## src/rtl/alsu_pkg.sv

```systemverilog
// rtl/alsu_pkg.sv - shared opcode, priority and stage-1 control types for the pipelined ALSU
package alsu_pkg;

  typedef enum logic [2:0] {
    OR_AND = 3'd0,
    XOR    = 3'd1,
    ADD    = 3'd2,
    MULT   = 3'd3,
    SHIFT  = 3'd4,
    ROTATE = 3'd5,
    INV6   = 3'd6,
    INV7   = 3'd7
  } opcode_e;

  typedef enum logic {
    PRIO_A = 1'b0,
    PRIO_B = 1'b1
  } priority_e;

  // Width-independent part of a stage-1 transaction; operands are added by the user module.
  typedef struct packed {
    opcode_e opcode;
    logic    cin;
    logic    serial_in;
    logic    red_op_a;
    logic    red_op_b;
    logic    bypass_a;
    logic    bypass_b;
    logic    direction;
  } s1_ctrl_t;

endpackage

```

## src/rtl/alsu_core.sv

```systemverilog
// rtl/alsu_core.sv - combinational evaluation of one stage-1 transaction against the shift register
module alsu_core import alsu_pkg::*; #(
  parameter int        WIDTH      = 3,
  parameter int        OUT_W      = 2 * WIDTH,
  parameter int        FULL_ADDER = 1,
  parameter priority_e PRIO       = PRIO_A
) (
  input  s1_ctrl_t                 ctrl,
  input  logic signed [WIDTH-1:0]  a,
  input  logic signed [WIDTH-1:0]  b,
  input  logic        [OUT_W-1:0]  sr,
  output logic signed [OUT_W-1:0]  out,
  output logic                     err,
  output logic        [OUT_W-1:0]  sr_next
);

  logic signed [OUT_W-1:0] ext_a;
  logic signed [OUT_W-1:0] ext_b;
  logic        [OUT_W-1:0] carry;
  logic        [OUT_W-1:0] sr_shift;
  logic        [OUT_W-1:0] sr_rot;
  logic        [WIDTH-1:0] red_operand;
  logic                    sel_bypass_a;
  logic                    sel_red_a;
  logic                    red_req;
  logic                    illegal;

  assign ext_a = {{(OUT_W-WIDTH){a[WIDTH-1]}}, a};
  assign ext_b = {{(OUT_W-WIDTH){b[WIDTH-1]}}, b};
  assign carry = (FULL_ADDER != 0) ? {{(OUT_W-1){1'b0}}, ctrl.cin} : '0;

  assign sel_bypass_a = ctrl.bypass_a && (!ctrl.bypass_b || PRIO == PRIO_A);
  assign sel_red_a    = ctrl.red_op_a && (!ctrl.red_op_b || PRIO == PRIO_A);
  assign red_req      = ctrl.red_op_a || ctrl.red_op_b;
  assign red_operand  = sel_red_a ? a : b;

  // Reductions are only meaningful for AND/XOR; asking for one elsewhere is a malformed request.
  assign illegal = (ctrl.opcode inside {INV6, INV7}) ||
                   (red_req && !(ctrl.opcode inside {OR_AND, XOR}));

  assign sr_shift = ctrl.direction ? {sr[OUT_W-2:0], ctrl.serial_in}
                                   : {ctrl.serial_in, sr[OUT_W-1:1]};
  assign sr_rot   = ctrl.direction ? {sr[OUT_W-2:0], sr[OUT_W-1]}
                                   : {sr[0], sr[OUT_W-1:1]};

  always_comb begin
    out     = '0;
    err     = 1'b0;
    sr_next = sr;
    if (ctrl.bypass_a || ctrl.bypass_b) begin
      out = sel_bypass_a ? ext_a : ext_b;
    end else if (illegal) begin
      err = 1'b1;
    end else begin
      case (ctrl.opcode)
        OR_AND: out = red_req ? {{(OUT_W-1){1'b0}}, &red_operand} : (ext_a & ext_b);
        XOR:    out = red_req ? {{(OUT_W-1){1'b0}}, ^red_operand} : (ext_a ^ ext_b);
        ADD:    out = ext_a + ext_b + carry;
        MULT:   out = ext_a * ext_b;
        SHIFT: begin
          sr_next = sr_shift;
          out     = sr_shift;
        end
        ROTATE: begin
          sr_next = sr_rot;
          out     = sr_rot;
        end
        default: err = 1'b1;
      endcase
    end
  end

endmodule

```

## src/rtl/alsu_pipe.sv

```systemverilog
// rtl/alsu_pipe.sv - two-stage valid/ready ALSU with error LEDs and saturating error counter
module alsu_pipe import alsu_pkg::*; #(
  parameter int WIDTH          = 3,
  parameter int OUT_W          = 2 * WIDTH,
  parameter int LED_W          = 16,
  parameter int FULL_ADDER     = 1,
  parameter     INPUT_PRIORITY = "A",
  parameter int ERR_CNT_W      = 8
) (
  input  logic                    clk,
  input  logic                    reset,
  input  logic                    in_valid,
  output logic                    in_ready,
  input  logic [2:0]              opcode,
  input  logic signed [WIDTH-1:0] A,
  input  logic signed [WIDTH-1:0] B,
  input  logic                    cin,
  input  logic                    serial_in,
  input  logic                    red_op_A,
  input  logic                    red_op_B,
  input  logic                    bypass_A,
  input  logic                    bypass_B,
  input  logic                    direction,
  output logic                    out_valid,
  input  logic                    out_ready,
  output logic signed [OUT_W-1:0] out,
  output logic [OUT_W-1:0]        out_shift_reg,
  output logic                    err,
  output logic [LED_W-1:0]        leds,
  output logic [ERR_CNT_W-1:0]    err_cnt
);

  localparam priority_e PRIO = (INPUT_PRIORITY == "B") ? PRIO_B : PRIO_A;

  typedef struct packed {
    s1_ctrl_t                ctrl;
    logic signed [WIDTH-1:0] a;
    logic signed [WIDTH-1:0] b;
  } s1_t;

  s1_t                     s1;
  logic                    s1_valid;
  logic [OUT_W-1:0]        sr;
  logic signed [OUT_W-1:0] core_out;
  logic                    core_err;
  logic [OUT_W-1:0]        core_sr_next;
  logic                    s2_load;
  logic                    s2_take;
  logic                    accept;

  assign s2_load       = !out_valid || out_ready;
  assign s2_take       = s2_load && s1_valid;
  assign in_ready      = !s1_valid || s2_load;
  assign accept        = in_valid && in_ready;
  assign out_shift_reg = sr;

  alsu_core #(
    .WIDTH      (WIDTH),
    .OUT_W      (OUT_W),
    .FULL_ADDER (FULL_ADDER),
    .PRIO       (PRIO)
  ) u_core (
    .ctrl    (s1.ctrl),
    .a       (s1.a),
    .b       (s1.b),
    .sr      (sr),
    .out     (core_out),
    .err     (core_err),
    .sr_next (core_sr_next)
  );

  always_ff @(posedge clk or negedge reset) begin
    if (!reset) begin
      s1_valid <= 1'b0;
      s1       <= '0;
    end else if (accept) begin
      s1_valid              <= 1'b1;
      s1.ctrl.opcode        <= opcode_e'(opcode);
      s1.ctrl.cin           <= cin;
      s1.ctrl.serial_in     <= serial_in;
      s1.ctrl.red_op_a      <= red_op_A;
      s1.ctrl.red_op_b      <= red_op_B;
      s1.ctrl.bypass_a      <= bypass_A;
      s1.ctrl.bypass_b      <= bypass_B;
      s1.ctrl.direction     <= direction;
      s1.a                  <= A;
      s1.b                  <= B;
    end else if (s2_load) begin
      s1_valid <= 1'b0;
    end
  end

  // out/err keep the last result after it is consumed, so the LED blink follows the last error.
  always_ff @(posedge clk or negedge reset) begin
    if (!reset) begin
      out_valid <= 1'b0;
      out       <= '0;
      err       <= 1'b0;
      sr        <= '0;
    end else if (s2_load) begin
      out_valid <= s1_valid;
      if (s1_valid) begin
        out <= core_out;
        err <= core_err;
        sr  <= core_sr_next;
      end
    end
  end

  always_ff @(posedge clk or negedge reset) begin
    if (!reset) begin
      leds    <= '0;
      err_cnt <= '0;
    end else begin
      if (s2_take) begin
        leds <= core_err ? '1 : '0;
      end else if (err) begin
        leds <= ~leds;
      end
      if (s2_take && core_err && (err_cnt != '1)) begin
        err_cnt <= err_cnt + ERR_CNT_W'(1);
      end
    end
  end

endmodule

```

## config.mk

```make
export PLATFORM = sky130hd
export DESIGN_NAME = alsu_pipe
export DESIGN_NICKNAME = d
export VERILOG_FILES = /design/src/rtl/alsu_pkg.sv /design/src/rtl/alsu_core.sv /design/src/rtl/alsu_pipe.sv
export SDC_FILE = /design/constraint.sdc
export NUM_CORES = 1
export LEC_CHECK = 0
export ABC_AREA = 1
export CORE_UTILIZATION = 45
export CTS_CLUSTER_SIZE = 16
export DETAILED_ROUTE_END_ITERATION = 10
export PLACE_DENSITY = 0.73
export SKIP_CTS_REPAIR_TIMING = 1
export SYNTH_ARGS = -nofsm -noshare
export SYNTH_HDL_FRONTEND = slang
export SYNTH_SLANG_ARGS = --single-unit
```

## constraint.sdc

```tcl
create_clock -name clk -period 3.9 [get_ports clk]
set_clock_uncertainty 0.15 [all_clocks]
set_input_delay 0.78 -clock clk [delete_from_list [all_inputs] [get_ports clk]]
set_output_delay 0.78 -clock clk [all_outputs]
set_load 0.01 [all_outputs]
```

### Word level (Yosys, flattened, before mapping)

Cells that the tools add are included.

| cells by class | value |
|---|---|
| $add $sub $neg | 3 |
| $mul | 1 |
| equality and inequality tests | 8 |
| mux-type cells | 18 |
| bitwise gates (word level) | 5 |
| reductions and logical operators | 24 |

Operators with widths:

| cell | number |
|---|---|
| 16-bit two-way mux | 3 |
| 6-bit two-way mux | 7 |
| 6-bit case mux with 6 select lines | 1 |
| 16-bit NOT | 1 |
| 3-bit equality test (second input constant) | 4 |
| 6-bit case mux with 2 select lines | 1 |
| 2-bit nonzero test | 5 |
| 8-bit by 1-bit adder with 8-bit output (second input constant) | 1 |
| 8-bit != test (second input constant) | 1 |
| 6-bit by 1-bit adder with 6-bit output | 1 |
| 6-bit AND | 1 |
| 3-bit by 2-bit equality test with 1-bit output (second input constant) | 2 |
| 3-bit by 3-bit multiplier with 6-bit output | 1 |
| 6-bit OR reduction | 1 |
| 6-bit bitwise XOR | 1 |
| 1-bit logical AND | 5 |
| 1-bit logical OR | 5 |
| 1-bit two-way mux | 5 |
| 5-bit AND reduction | 1 |
| 3-bit by 3-bit adder with 4-bit output | 1 |
| 3-bit by 1-bit equality test with 1-bit output (second input constant) | 1 |
| 1-bit zero test | 3 |
| 3-bit zero test | 1 |
| 3-bit two-way mux | 1 |
| 4 further kinds | 5 |

| word-level totals | value |
|---|---|
| flip-flop bits (word level) | 55 |
| input bits | 20 |

### Logic depth before layout (Yosys ltp)

Gate-level depths: netlist of the first run.

| logic depth | value |
|---|---|
| depth after elaboration | 9 |
| gate-level depth with buffers | 17 |
| gate-level depth less buffers | 17 |

### Cells and area by module

A second synthesis of the first run with hierarchy kept.

| unflattened totals | value |
|---|---|
| cell total of the unflattened synthesis | 489 |
| area total of the unflattened synthesis | 3,532.1 um^2 |

Modules (own cells, without submodules):

| module | times used | cells an instance | area an instance (um^2) |
|---|---|---|---|
| alsu_pipe | 1 | 292 | 2,446.1 |
| alsu_core | 1 | 197 | 1,086.0 |

### Least setup slack after synthesis of the first run

OpenSTA, ideal clock, no wires.

| path | value |
|---|---|
| kind | reg-to-reg |
| start | register, netlist name s1[2] |
| end | register out[4] |
| setup time | 130 ps |
| arrival time | 2,543 ps |
| data required time | 3,620 ps |
| setup slack | 1,077 ps |
| cell stages (with the launch flop) | 12 |
| cell sequence | dfrtp_1 -> inv_1 -> or2_2 -> fa_1 -> fa_1 -> inv_1 -> ha_1 -> fa_1 -> nand2_1 -> nand3_1 -> o21ai_0 -> a21oi_1 |

| on the way | value |
|---|---|
| word-level cells in the longest chain between the ends | 5 |
| elaborated cells on any way between the ends | 11 |
| those cells by class | add/sub: 2; mul: 1; mux: 6; bitwise: 2 |

Ends and longest elaborated chain:

| what | line | text |
|---|---|---|
| 3-bit by 3-bit adder with 4-bit output, or another cell as far along | alsu_core.sv:58 | `ADD: out = ext_a + ext_b + carry;` |
| 6-bit by 1-bit adder with 6-bit output, or another cell as far along | alsu_core.sv:58 |  |
| 6-bit case mux with 6 select lines | alsu_core.sv:55 | `case (ctrl.opcode)` |
| 6-bit two-way mux | alsu_core.sv:52 | `end else if (illegal) begin` |
| 6-bit two-way mux (*) | alsu_core.sv:50 | `if (ctrl.bypass_a \|\| ctrl.bypass_b) begin` |
| end signal, assigned | alsu_pipe.sv:103 | `out <= core_out;` |
| end, declared | alsu_pipe.sv:26 | `output logic signed [OUT_W-1:0] out,` |

Every way passes the cells marked *; elsewhere a longest branch is shown, timed or not.
A chain may end at the register's enable or synchronous reset.

### Worst setup path in the final report of the first run

| path | value |
|---|---|
| start | register, netlist name s1[2] |
| end | register out[4] |

| on the way | value |
|---|---|
| word-level cells in the longest chain between the ends | 5 |
| elaborated cells on any way between the ends | 11 |
| those cells by class | add/sub: 2; mul: 1; mux: 6; bitwise: 2 |

Ends and longest elaborated chain:

| what | line |
|---|---|
| 3-bit by 3-bit adder with 4-bit output, or another cell as far along | alsu_core.sv:58 |
| 6-bit by 1-bit adder with 6-bit output, or another cell as far along | alsu_core.sv:58 |
| 6-bit case mux with 6 select lines | alsu_core.sv:55 |
| 6-bit two-way mux | alsu_core.sv:52 |
| 6-bit two-way mux (*) | alsu_core.sv:50 |

Marks and branches as above.

==> flow_metrics.py, run 1 <==
metrics = {
    "status": {
        "status": "completed",
    },
    "routing": {
        "final_antenna_net_count": 0,
        "vias_per_cell": 4.93,
        "totalWireLength_um": 7210,
        "dr.first_iter.drc_count": 174,
        "drc_errors": 0,
        "wire_per_inst_um": 12.9,
        "vias": 2746,
        "dr.pass1.iters": 4,
    },
    "finish": {
        "multi_input_area_um2": 1590,
        "diodes": 0,
        "largestRegisters": "leds x16, s1 x16, err_cnt x8",
        "final_common_cell": "nand2_1",
        "register_area_um2": 1380,
        "layout_common_cells": "nand2_1, inv_1, clkdlybuf4s50_1",
        "area_growth_pct": 24.2,
        "n_fill_cell": 650,
        "fin_nets": 498,
        "drive_above_1_share_pct": 8.24,
    },
    "grt": {
        "grtUsageMet1_pct": 29.1,
        "grt_max_degree": 40,
        "grtUsageMet3_pct": 3.90,
        "met2_usage_pct": 33.8,
        "grt_pass1_vias": 2574,
        "top_usage_layer": "met2",
        "grt_overflow": 0,
        "grt_pass1_wl_um": 12300,
        "track_usage_pct": 20.9,
        "antenna_found_initial": 0,
    },
    "place": {
        "place_congestion": 0.881,
        "port_buffers": 58,
        "dp_slack_ns": 0.907,
        "place_hpwl_um": 5570,
    },
    "synth": {
        "synth.distinct_cells": 31,
        "synth_top_area_share_pct": 42.6,
        "ys_seq_area_share_pct": 42.6,
        "synth_edf_count": 0,
        "synthArstFlopShare_pct": 100,
        "synth-seq-cells": 55,
        "synth_area_leaders": "dfrtp_1, nand2_1, inv_1",
        "synth-main-ff-cell": "dfrtp_1",
        "avgSynthCellArea_um2": 8.04,
        "synth_largest_area_cell": "dfrtp_1",
        "syn_inst": 402,
        "synth_area_um2": 3230,
        "yosysWarnings": 0,
        "syn-num-nets": 440,
    },
    "timing": {
        "max_freq_mhz": 335,
        "slew_viol_final": 0,
        "finalHoldViolations": 0,
        "post-route-period-util_pct": 76.5,
        "slew-limit-headroom_pct": 41.2,
        "fin_setup_tns_ns": 0,
        "rsz0062_at_grt": "false",
        "tightestPinTransition_ns": 0.881,
        "fin_crit_ns": 2.98,
        "setup_ws_ns": 0.917,
        "setup_viol": 0,
    },
    "min_path": {
        "hp-start": "s1[7]",
        "worstHoldPathType": "register to register",
        "min_to": "s1[7]",
        "hold_path_depth": 2,
    },
    "clock_network": {
        "numCtsBuffers": 5,
        "path_clk_slew_ns": 0.10,
        "cts_tree": "done",
        "worstSkewPairLatency_ns": 0.32,
        "h-tree-depth": 2,
        "cts_root_buffer": "clkbuf_8",
        "cts.sinks": 55,
        "clockBufferDepth": 2,
    },
    "power_and_ir_drop": {
        "vdd_drop_max_mv": 0.275,
        "p_leak_uw": 0.00199,
        "p_per_area_nw_per_um2": 579,
    },
    "setup_path": {
        "startpoint_type": "register",
        "r2r_end": "out[4]",
        "path_max_fanout": 6,
        "cp-end-kind": "register",
        "r2r-start": "s1[2]",
        "required_ns": 3.95,
        "regToRegSetupSlack_ns": 0.92,
        "ff2ff_path_depth": 11,
        "arrival_ns": 3.03,
        "cp-startpoint": "s1[2]",
        "criticalPathCategory": "register to register",
    },
    "die": {
        "die_w_um": 86.7,
        "fp-row-count": 30,
        "die_y_um": 86.7,
        "num_io_pins": 59,
        "die-area_um2": 7520,
        "core_um2": 6870,
        "initial_core_util_pct": 47.0,
    },
    "run": {
        "max_cap_viol_count": 0,
    },
}
[routing by layer]
| layer | up-vias | share of wire, % |
|---|---|---|
| li1 | 1394 | - |
| met1 | 1270 | 47 |
| met3 | 11 | 4.6 |
| met2 | 71 | 47 |
| met4 | 0 | 1.2 |
| met5 | - | 0 |
[worst max-delay path: stages (launching register included)]
cell and delay [ns]:
dfrtp_1 0.40, inv_1 0.13, or2_2 0.31, fa_1 0.48
fa_1 0.39, inv_1 0.06, ha_1 0.15, fa_1 0.40
nand2_1 0.08, nand3_1 0.06, o21ai_0 0.16, a21oi_1 0.10
[metrics by stage]
stage | instance area [um^2] | utilization [%] | cells | power, uW | hold WS (ns)
after global routing | 4010 | 58.4 | 557 | 2510 | 0.391
after detailed placement | 3900 | 56.7 | 549 | 1940 | 0.357
after floorplan | 3230 | - | 402 | 1470 | 0.326
after global placement | 3900 | 56.7 | 549 | 1910 | 0.356
after CTS | 4010 | 58.4 | 557 | 2340 | 0.373
final | 4010 | 58.4 | 557 | 2320 | 0.370
[Yosys cell counts (all sizes together) (4+ instances only)]
cell and n:
fa 5, a22oi 13, mux2 7, or2 4, nand3 25, a21oi 24, nor2 53, dfrtp 55
nand2 100, inv 58, ha 13, o21ai 24, buf 7
[where the power goes]
group / switching [uW] / leakage, uW / total [uW] / internal [uW]
combinational: 535 / 0.00129 / 1050 / 515
sequential: 140 / 0.000646 / 878 / 737
clock: 200 / 0.0000548 / 394 / 194
total: 876 / 0.00199 / 2320 / 1450
[cell families (layout without fill, tap and decap cells)]
kind of cell / Yosys count / count (layout) / share of synthesized area (%)
AND/OR/NAND/NOR: 187 / 187 / 26.0
XOR/XNOR: 6 / 6 / 1.86
adder cells (fa/ha/maj): 18 / 18 / 8.13
buffers and inverters: 67 / 126 / 8.13
AO/OA/AOI/OAI: 62 / 62 / 10.8
multiplexers: 7 / 7 / 2.55
flip-flops: 55 / 55 / 42.6
[area by class of cell]
cell class                 instances  share of cell area [%]
clock buffer                       5                    1.71
tap                               96                    2.99
multi-input combinational        280                    39.7
inverter                          58                    5.43
sequential                        55                    34.3
timing repair buffer              60                    14.7
clock inverter                     3                    1.15
[how the worst max path moves through the flow]
stage / end / slack (ns) / cells past startpoint
after floorplan: out[4] / 1.08 / 11
after global placement: in_ready / 0.97 / 4
after detailed placement: out[4] / 0.91 / 11
after CTS: out[4] / 0.90 / 11
after global routing: out[4] / 0.73 / 11
final: out[4] / 0.92 / 11
Power figures use the tool's default switching activity.
==> run 2, diff against run 1 <==
- clock period: 3.9 -> 2.85 ns (I/O delays scaled with it)
==> flow_metrics.py, run 2 (synthesized netlist as in run 1, its figures left out) <==
metrics = {
    "status": {
        "status": "complete, but fails checks",
        "violations": "setup timing",
    },
    "setup_path": {
        "ff2ff_path_depth": 15,
        "crit_path_frequent_cell": "nand2_2",
        "arrival_ns": 2.95,
        "criticalPathCategory": "register to register",
        "crit_family": "adder cells",
        "startpoint_type": "register",
        "required_ns": 2.95,
        "critPathBufInv": 2,
        "worstPathCellList": "or2_4, fa_1, inv_2, ha_4, ha_4, fa_2, inv_2, nand2_2, nand2_2, nand2_2, nand2_2, nand2_1, nand2_1, nand2_1, a21oi_1",
        "cp-end-kind": "register",
        "cp.depth": 15,
        "path_max_fanout": 4,
        "max_stage_delay_ns": 0.50,
        "crit_slowest_cell": "fa_1",
    },
    "routing": {
        "dr.pass1.iters": 5,
        "vias": 2793,
        "drc_errors": 0,
        "totalWireLength_um": 7530,
        "dr.first_iter.drc_count": 215,
        "wire_per_inst_um": 13.3,
        "final_antenna_net_count": 0,
        "vias_per_cell": 4.92,
    },
    "die": {
        "num_io_pins": 59,
        "core_um2": 6870,
        "fp-row-count": 30,
        "die_y_um": 86.7,
        "die-area_um2": 7520,
        "die_w_um": 86.7,
        "initial_core_util_pct": 47.0,
    },
    "timing": {
        "tightestPinTransition_ns": 0.910,
        "max_freq_mhz": 351,
        "slew_viol_final": 0,
        "fin_setup_tns_ns": -0.00251,
        "post-route-period-util_pct": 100,
        "finalHoldViolations": 0,
        "setup_ws_ns": -0.00251,
        "slew-limit-headroom_pct": 39.1,
        "fin_crit_ns": 2.85,
        "rsz0062_at_grt": "true",
        "setup_viol": 1,
    },
    "min_path": {
        "worstHoldPathType": "input pin to asynchronous set/reset pin",
    },
    "grt": {
        "antenna_found_initial": 0,
        "grt_pass1_vias": 2632,
        "grt_overflow": 0,
        "grt_max_degree": 24,
        "track_usage_pct": 20.8,
        "grt_pass1_wl_um": 12100,
    },
    "finish": {
        "final_util_pct": 60.3,
        "multi_input_area_um2": 1660,
        "area_growth_pct": 28.1,
        "largestRegisters": "leds x16, s1 x16, err_cnt x8",
        "layout_common_cells": "nand2_1, clkdlybuf4s50_1, dfrtp_1",
        "register_area_um2": 1380,
        "fin_nets": 509,
        "drive_above_1_share_pct": 13.8,
        "n_fill_cell": 623,
        "diodes": 0,
        "final_common_cell": "nand2_1",
    },
    "power_and_ir_drop": {
        "power.total_uw": 3240,
        "p_leak_uw": 0.00203,
        "vdd_drop_max_mv": 0.411,
        "p_per_area_nw_per_um2": 783,
    },
    "clock_network": {
        "h-tree-depth": 2,
        "path_clk_slew_ns": 0.11,
        "clockBufferDepth": 2,
        "cts_tree": "done",
        "worstSkewPairLatency_ns": 0.32,
        "numCtsBuffers": 5,
        "cts.sinks": 55,
        "cts_root_buffer": "clkbuf_8",
    },
    "place": {
        "place_hpwl_um": 5620,
        "place_congestion": 0.878,
        "port_buffers": 58,
    },
    "run": {
        "max_cap_viol_count": 0,
    },
}
## run 2: final timing paths
path | start | to | slack (ns)
max | s1[4] | out[5] | -0.003
min | reset | leds[6] | 0.06
max reg2reg | s1[4] | out[5] | -0.003
min reg2reg | s1[7] | s1[7] | 0.37
max in group asynchronous | reset | err_cnt[7] | 1.82
min in group clk | s1[7] | s1[7] | 0.37
## run 2: metrics by stage
stage | worst slack [ns] | instance area, um^2 | cells | hold WS, ns
4_1_cts | -0.0924 | 4060 | 566 | 0.0744
3_3_place_gp | 0.0258 | 3970 | 558 | 0.340
6_report | -0.00251 | 4140 | 568 | 0.0579
5_1_grt | -0.122 | 4140 | 568 | 0.0925
2_1_floorplan | 0.0269 | 3230 | 402 | 0.124
3_5_place_dp | -0.0698 | 3970 | 558 | 0.358
## run 2: area by class of cell
cell class,count,area share (%)
clock buffer,5,1.66
multi-input combinational,280,40.0
clock inverter,3,0.574
tap,96,2.90
sequential,55,33.2
timing repair buffer,71,16.3
inverter,58,5.32
## run 2: where the power goes
part / internal (uW) / total [uW] / switching [uW]
registers: 1010 / 1190 / 185
logic: 785 / 1590 / 802
clock network: 178 / 461 / 283
## run 2: routing by layer
layer | wire length [um] | track usage [%] | share of wire, %
met2 | 3640 | 34.4 | 48
met5 | 0 | 0 | 0
met1 | 3410 | 27.4 | 45
met3 | 371 | 4.19 | 4.9
met4 | 105 | 6.36 | 1.4
